<file path="src/rtl/seg_scan_controller.sv">
// seg_scan_controller: four-digit multiplexed 7-segment scanner with blanking gap and frame-synchronous buffer update
// Ports: clk, rst_n (async active-low); wr_en/wr_data/wr_dp/wr_digit_en load the pending buffer;
// seg/dp/an drive the active-low display pins; frame_tick pulses at each frame boundary; pending flags a queued write.
// Optional macro LEADING_ZERO_BLANK_EN suppresses digits above the most significant nonzero nibble.
module seg_scan_controller #(
  parameter int REFRESH_DIV  = 100000,
  parameter int BLANK_CYCLES = 1000
) (
  input  logic        clk,
  input  logic        rst_n,
  input  logic        wr_en,
  input  logic [15:0] wr_data,
  input  logic [3:0]  wr_dp,
  input  logic [3:0]  wr_digit_en,
  output logic [6:0]  seg,
  output logic        dp,
  output logic [3:0]  an,
  output logic        frame_tick,
  output logic        pending
);
  localparam int CW = $clog2(REFRESH_DIV);
  localparam logic [CW-1:0] LAST    = CW'(REFRESH_DIV - 1);
  localparam logic [CW-1:0] ON_LAST = CW'(REFRESH_DIV - BLANK_CYCLES - 1);
  typedef enum logic {ON, BLANK} state_t;
  state_t state, state_nxt;
  logic [CW-1:0] cnt, cnt_nxt;
  logic [1:0] idx;
  logic wrap, boundary, shown;
  logic [15:0] pend_data, act_data;
  logic [3:0] pend_dp, pend_en, act_dp, act_en, act_keep, keep, nib, an_nxt;
  logic [6:0] seg_nxt;
  logic dp_nxt;
  function automatic logic [6:0] decode(input logic [3:0] v);
    case (v)
      4'd0: decode = 7'b1000000;
      4'd1: decode = 7'b1111001;
      4'd2: decode = 7'b0100100;
      4'd3: decode = 7'b0110000;
      4'd4: decode = 7'b0011001;
      4'd5: decode = 7'b0010010;
      4'd6: decode = 7'b0000010;
      4'd7: decode = 7'b1111000;
      4'd8: decode = 7'b0000000;
      4'd9: decode = 7'b0010000;
      default: decode = 7'b1111111;
    endcase
  endfunction
  always_comb begin
    wrap      = cnt == LAST;
    boundary  = wrap && idx == 2'd3;
    cnt_nxt   = wrap ? '0 : cnt + 1'b1;
    // with no blanking ON_LAST equals LAST, so BLANK is never selected
    state_nxt = cnt_nxt > ON_LAST ? BLANK : ON;
`ifdef LEADING_ZERO_BLANK_EN
    keep      = {|pend_data[15:12], |pend_data[15:8], |pend_data[15:4], 1'b1};
`else
    keep      = 4'hF;
`endif
    nib       = act_data[{idx, 2'b00} +: 4];
    // a suppressed leading digit still lights its anode when its decimal point is set
    shown     = state == ON && act_en[idx] && (act_keep[idx] || act_dp[idx]);
    an_nxt    = shown ? ~(4'b0001 << idx) : 4'b1111;
    seg_nxt   = shown && act_keep[idx] ? decode(nib) : 7'b1111111;
    dp_nxt    = ~(shown && act_dp[idx]);
  end
  always_ff @(posedge clk or negedge rst_n) begin
    if (!rst_n) begin
      state <= ON;
      cnt   <= '0;
      idx   <= 2'd0;
    end else begin
      state <= state_nxt;
      cnt   <= cnt_nxt;
      idx   <= wrap ? idx + 2'd1 : idx;
    end
  end
  always_ff @(posedge clk or negedge rst_n) begin
    if (!rst_n) begin
      pend_data  <= '0;
      pend_dp    <= '0;
      pend_en    <= '0;
      act_data   <= '0;
      act_dp     <= '0;
      act_en     <= '0;
      act_keep   <= 4'hF;
      pending    <= 1'b0;
      frame_tick <= 1'b0;
      an         <= 4'b1111;
      seg        <= 7'b1111111;
      dp         <= 1'b1;
    end else begin
      if (wr_en) begin
        pend_data <= wr_data;
        pend_dp   <= wr_dp;
        pend_en   <= wr_digit_en;
      end
      // the boundary applies what was pending before this cycle; a coincident write stays queued
      if (boundary && pending) begin
        act_data <= pend_data;
        act_dp   <= pend_dp;
        act_en   <= pend_en;
        act_keep <= keep;
      end
      pending    <= wr_en || (pending && !boundary);
      frame_tick <= boundary;
      an         <= an_nxt;
      seg        <= seg_nxt;
      dp         <= dp_nxt;
    end
  end
endmodule
</file>
<file path="config.mk">
export PLATFORM = sky130hd
export DESIGN_NAME = seg_scan_controller
export DESIGN_NICKNAME = d
export VERILOG_FILES = /design/src/rtl/seg_scan_controller.sv
export SDC_FILE = /design/constraint.sdc
export NUM_CORES = 1
export LEC_CHECK = 0
export BUFFER_PORTS_ARGS = -buffer_cell sky130_fd_sc_hd__buf_2
export CORE_ASPECT_RATIO = 2
export CORE_MARGIN = 8
export CORE_UTILIZATION = 50
export DETAILED_ROUTE_END_ITERATION = 7
export GPL_TIMING_DRIVEN = 0
export PLACE_DENSITY = 0.68
export SLEW_MARGIN = 5
export SYNTH_ARGS = -nofsm -noshare
export SYNTH_HDL_FRONTEND = slang
export SYNTH_SLANG_ARGS = --single-unit
</file>
<file path="constraint.sdc">
create_clock -name clk -period 3.26 [get_ports clk]
set_clock_uncertainty 0.05 [all_clocks]
set_input_delay 0.326 -clock clk [delete_from_list [all_inputs] [get_ports clk]]
set_output_delay 0.326 -clock clk [all_outputs]
set_load 0.01 [all_outputs]
</file>
======== After elaboration in Yosys (flattened, before gate mapping) ========
Memory sizes are Yosys's and may differ from the RTL's.
Index checks and enable logic that the tools add are counted.
operators by class
  bitwise gates (word level) .............. 3
  div/mod/pow operators ................... 0
  add/subtract/negate cells ............... 2
  multiplexer cells ....................... 10
  reduce and logical (&&, ||, !) cells .... 10
  equal/unequal tests ..................... 2
  shifts and indexed selects .............. 2
  order comparisons ....................... 2
  multiply operators ...................... 0
operators with widths
  cell                                                         count
  adder 17 x 1 -> 17 bit (second input constant)               1
  == test 17 bit (second input constant)                       1
  greater-than comparator 17 bit (second input constant)       1
  two-way mux 17 bit                                           1
  indexed part select 16 x 5 -> 4 bit                          1
  logical AND 1 bit                                            7
  two-way mux 7 bit                                            1
  binary-select mux 1 bit (select 2 bit)                       3
  two-way mux 1 bit                                            4
  two-way mux 4 bit                                            1
  NOT 4 bit                                                    1
  left shift 1 x 2 -> 4 bit (first input constant)             1
  less-than comparator 2 x 3 -> 1 bit (second input constant)  1
  adder 2 x 1 -> 2 bit (second input constant)                 1
  == test 2 bit (second input constant)                        1
  logical OR 1 bit                                             2
  NOT 1 bit                                                    2
  logical NOT 1 bit                                            1
word-level totals
  memory bits (writable) .................. 0
  memories kept ........................... 1
  word-level logic and storage cells ...... 46
  input bits .............................. 27
  output and inout port bits .............. 14
  ROM bits ................................ 112
  latch bits .............................. 0
  bits in registers ....................... 82
memories
  memory            words  width  read ports  clocked after Yosys merged registers in  wr ports  RTL line  source
  (name not given)  16     7      1           0                                        0         34        case (v)

======== Longest topological paths before layout ========
  word-level depth ........................ 6
  gate-level depth with buffers ........... 7
  mapped depth without buffers ............ 7

======== Worst setup path after synthesis ========
No wires, ideal clock.
  path type ............................... reg2reg
  from .................................... reg cnt[5]
  to ...................................... reg act_data[10]
  setup slack ............................. 1.218 ns
  buffers on the path ..................... 2
  setup time .............................. 0.125 ns
  required time ........................... 3.085 ns
  period minus slack after synthesis ...... 2.042 ns
  cell stages (with the launch flop) ...... 7
  data arrival time ....................... 1.866 ns
  cell sequence ........................... dfrtp_1 -> buf_2 -> or3_4 -> nor4_4 -> nand3_4 -> buf_6 -> mux2_4
on the way
  cells in the longest elaborated chain, start to end .. 3
RTL lines
  what                    RTL line  source
  from (decl)             26        logic [CW-1:0] cnt, cnt_nxt;
  from (signal assigned)  73        cnt <= cnt_nxt;
  == test 17 bit          49        wrap = cnt == LAST;
  logical AND 1 bit       50        boundary = wrap && idx == 2'd3;
  logical AND 1 bit       98        if (boundary && pending) begin
  to (signal assigned)    99        act_data <= pend_data;
  to (decl)               29        logic [15:0] pend_data, act_data;
Every way passes these cells.
A chain may end at the register's enable or synchronous reset.

======== Final worst setup path ========
  from .................................... reg cnt[0]
  to ...................................... reg state
on the way
  cells in the longest elaborated chain, start to end .. 4
  elaborated cells on any way between the ends .. 5
  classes of those cells .................. add/sub: 1; order compare: 1; eq/ne: 1; mux: 2
RTL lines
  what                                                             RTL line  source
  adder 17 x 1 -> 17 bit / == test 17 bit (equally long branches)  51, 49
  two-way mux 17 bit *                                             51        cnt_nxt = wrap ? '0 : cnt + 1'b1;
  greater-than comparator 17 bit *                                 53        state_nxt = cnt_nxt > ON_LAST ? BLANK : ON;
  two-way mux 1 bit *                                              53
  named net state_nxt                                              25        state_t state, state_nxt;
  to (signal assigned)                                             72        state <= state_nxt;
  to (decl)                                                        25
Mark *: on every way through the listed nets, which the timed path passes. The rest lies on a longest branch.

==> out/summary.txt <==
=================================================================================
Leakage power of the design                                               2.02 nW
Count of pins over their slew limit                                             0
Worst-path cell chain                                                ha_1 > nand4_4 > nor4_1 > nor4bb_1 > o21ai_1 > a21o_1 > a21oi_1
Switching power total                                                    0.436 mW
Ys async rst share                                                           1.00
Clock-pin transition on the worst setup and hold timing paths             0.06 ns
Peak Freq                                                                 407 MHz
Iteration count of the initial detailed-routing pass                            4
Overall power after layout                                                2.14 mW
Remaining design rule violation count                                           0
Power density relative to cell area                                   484 nW/um^2
Startpoint type of the worst setup path                                      flop
Number of synthesized register bits                                            82
Sequential element share of the synthesized area                            0.547
Unrepaired setup endpoints after global routing                                no
Measured slew at the worst slew-check pin                                0.731 ns
Count of placed standard cells including taps                                 415
Number of filler cells placed in the layout                                   601
Number of input and output port buffers inserted                               39
Total length of routed wires                                              6730 um
Post-synth top area share                                                   0.464
Setup fix buffers added after clock tree synthesis                              0
Clock buffers created by TritonCTS                                              9
Worst path bufs/invs                                                            0
Cell type with the highest aggregate area in the netlist                  dfrtp_1
Combinational share of power                                                0.036
Switching Fraction                                                          0.204
Overall via count from detail_route                                         2,301
TritonCTS clock tree                                                          yes
Final hold vios                                                                 0
Worst voltage drop across the vdd grid                                     294 uV
Time the worst path needs with I/O delays and setup                       2.46 ns
Number of antenna violations at the first check in global routing               0
Clock Sinks                                                                    82
Outcome                                                                 completed
Layout area overhead                                                        17.2%
Kind of critical path                                                flop to flop
Average cell area after synthesis                                       13.4 um^2
Buffer levels on the longest clock path                                         2
Count of flip-flops with a built-in enable after synthesis                      0
Storage cell area                                                       2070 um^2
Largest net degree at the start of global routing                              74
Crit path max-delay family                                           simple AND/OR/NAND/NOR gates
Clock power share                                                           0.466
Layout net count                                                              370
Fraction of final layout cells with drive strength greater than 1           0.396
Most common flop cell mapped by yosys                                     dfrtp_1
Number of antenna repair diodes                                                 0
Effective utilization at floorplan                                          0.505
Post-place setup slack                                                   0.889 ns
Number of levels in the clock H-tree                                            3
Core outline area                                                       7490 um^2
Remaining antenna violation count                                               0
Cell at the slowest stage of the critical path                             nor4_1
Average wire length per cell after detail routing                         15.6 um
Worst min-delay path class                                           primary input to flop
Sequential cell fraction of total power                                     0.498
Post-synthesis net count                                                      318
Count of synthesis-stage warnings from yosys                                    0
Post-CTS resize count                                                           0
Final period util                                                           0.755
MaxCap Viol Count                                                               0
Endpoint kind of the worst setup timing path                                 flop
Setup total negative slack                                                   0 ns
Min Hold Slack                                                           0.166 ns
Die Footprint                                                         10,800 um^2
Overflow left after global routing                                              0
Worst slew margin relative to its limit                                     0.508
Internal power                                                            1.71 mW
Data required time at the worst endpoint                                  3.46 ns
HPWL after detailed placement                                             4730 um
Die span in x                                                             77.5 um
Most frequent cells after synthesis                                  dfrtp_1, mux2_2, mux2_4
# setup viols final                                                             0
Cell area after synthesis                                               3780 um^2
I/O pin cnt                                                                    41
Largest fanout on the critical path                                             6
Gate count of the mapped netlist                                              281
Hold-fix buffers at CTS                                                         1
Clock latency of the later-clocked register in the worst-skew pair        0.34 ns
Global-route wire length before repair                                  11,900 um
Final Worst Setup Slack                                                  0.800 ns
Multi-input logic area                                                  1600 um^2
Number of global-route vias before repair                                   2,511
Worst endpoint data arrival time                                          2.66 ns
Max incr delay on CP                                                      0.54 ns
Fin cells                                                                     432
Global placer's final weighted congestion                                   0.801
Post-synthesis cell type count                                                 44
Number of rows in the core area                                                45
Clock root buffer master                                                clkbuf_16
Via density                                                                  5.33
Die Height                                                                 139 um
Most instantiated library cell after synthesis                            dfrtp_1
Top cells by area, synth                                             dfrtp_1, mux2_2, dfstp_2
GRT Overall Usage                                                           0.136
DR iter-0 viols                                                               153
=================================================================================
[power groups by stage]
stage	Sequential, mW	Combinational [mW]	Clock [mW]
final	1.07	0.0780	0.998
after global placement	1.08	0.0717	0
after detailed placement	1.08	0.0799	0
after global routing	1.07	0.0898	1.06
after floorplan	1.08	0.0369	0
after CTS	1.07	0.0809	1.02
[kinds of logic after synthesis]
group / synth area share
compound gates: 0.0291
xor+xnor: 0.0417
simple gates: 0.110
fa+ha+maj: 0.0331
buf+inv: 0.0298
mux: 0.210
flops: 0.547
[path summary, 6_finish.rpt]
| path | startpoint | to | slack [ns] | cells after the start |
|---|---|---|---|---|
| min in group asynchronous | rst_n | cnt[2]$_DFF_PN0_ | 0.32 | 2 |
| hold / removal | wr_data[10] | pend_data[10]$_DFFE_PN0P_ | 0.17 | 2 |
| hold reg to reg | act_en[3]$_DFFE_PN0P_ | act_en[3]$_DFFE_PN0P_ | 0.45 | 1 |
| setup reg to reg | cnt[0]$_DFF_PN0_ | state$_DFF_PN0_ | 0.80 | 7 |
| max in group asynchronous | rst_n | seg[0]$_DFF_PN1_ | 2.25 | 3 |
| setup / recovery | cnt[0]$_DFF_PN0_ | state$_DFF_PN0_ | 0.80 | 7 |
[placed cells by master, fill, tap and decap left out, types with 2 or more instances in the layout]
master     netlist  layout
inv_1            8       8
dfstp_2         12      12
mux2_4          20      20
nand4_1          5       5
and2_1           2       2
nand2_1         17      17
nor3_1           5       5
buf_4            1       2
dfrtp_1         70      70
nor3b_1          2       2
nor4_1           4       4
buf_2            5      43
ha_1            10      10
mux4_2           6       6
xor2_1           7       7
nor2_1          13      13
clkbuf_1         4       6
a21oi_1          4       4
nor2b_1          2       2
clkbuf_16        0       9
mux2_2          29      29
mux2i_1          3       3
a21o_1           2       2
nand3_1          9       9
buf_6            2       2
xnor2_1         11      11
o21ai_0          9       9
buf_1            2       2
[worst reg2reg max path, stage by stage (launching register included)]
cell      delay (ns)
dfrtp_1         0.45
ha_1            0.33
nand4_4         0.20
nor4_1          0.54
nor4bb_1        0.36
o21ai_1         0.11
a21o_1          0.19
a21oi_1         0.14
[registers in the layout, indices dropped and copies added, names as in the netlist]
register	cells
dp	1
act_dp	4
pend_en	4
state	1
frame_tick	1
cnt	17
pend_dp	4
seg	7
act_data	16
pending	1
pend_data	16
idx	2
an	4
act_en	4
[area by class of cell]
cell class / count / share of cell area
clock inverters: 4 / 0.0116
clock buffers: 12 / 0.0556
multi-input cells: 176 / 0.361
well taps: 94 / 0.0266
flip-flops and latches: 82 / 0.467
repair buffers: 41 / 0.0531
inverters: 8 / 0.00678
plain buffers: 15 / 0.0186
[per-layer routing]
metal | track usage | vias up | wire length, um
li1 | - | 1092 | -
met1 | 0.166 | 1130 | 2900
met2 | 0.207 | 66 | 3270
met3 | 0.0435 | 13 | 398
met4 | 0.0762 | 0 | 162
met5 | 0 | - | 0
[stage by stage]
step / util / instance area (um^2)
2_1_floorplan: - / 3780
4_1_cts: 0.591 / 4430
3_5_place_dp: 0.550 / 4120
5_1_grt: 0.591 / 4430
3_3_place_gp: 0.546 / 4090
6_report: 0.591 / 4430
(Power assumes the default switching activity.)
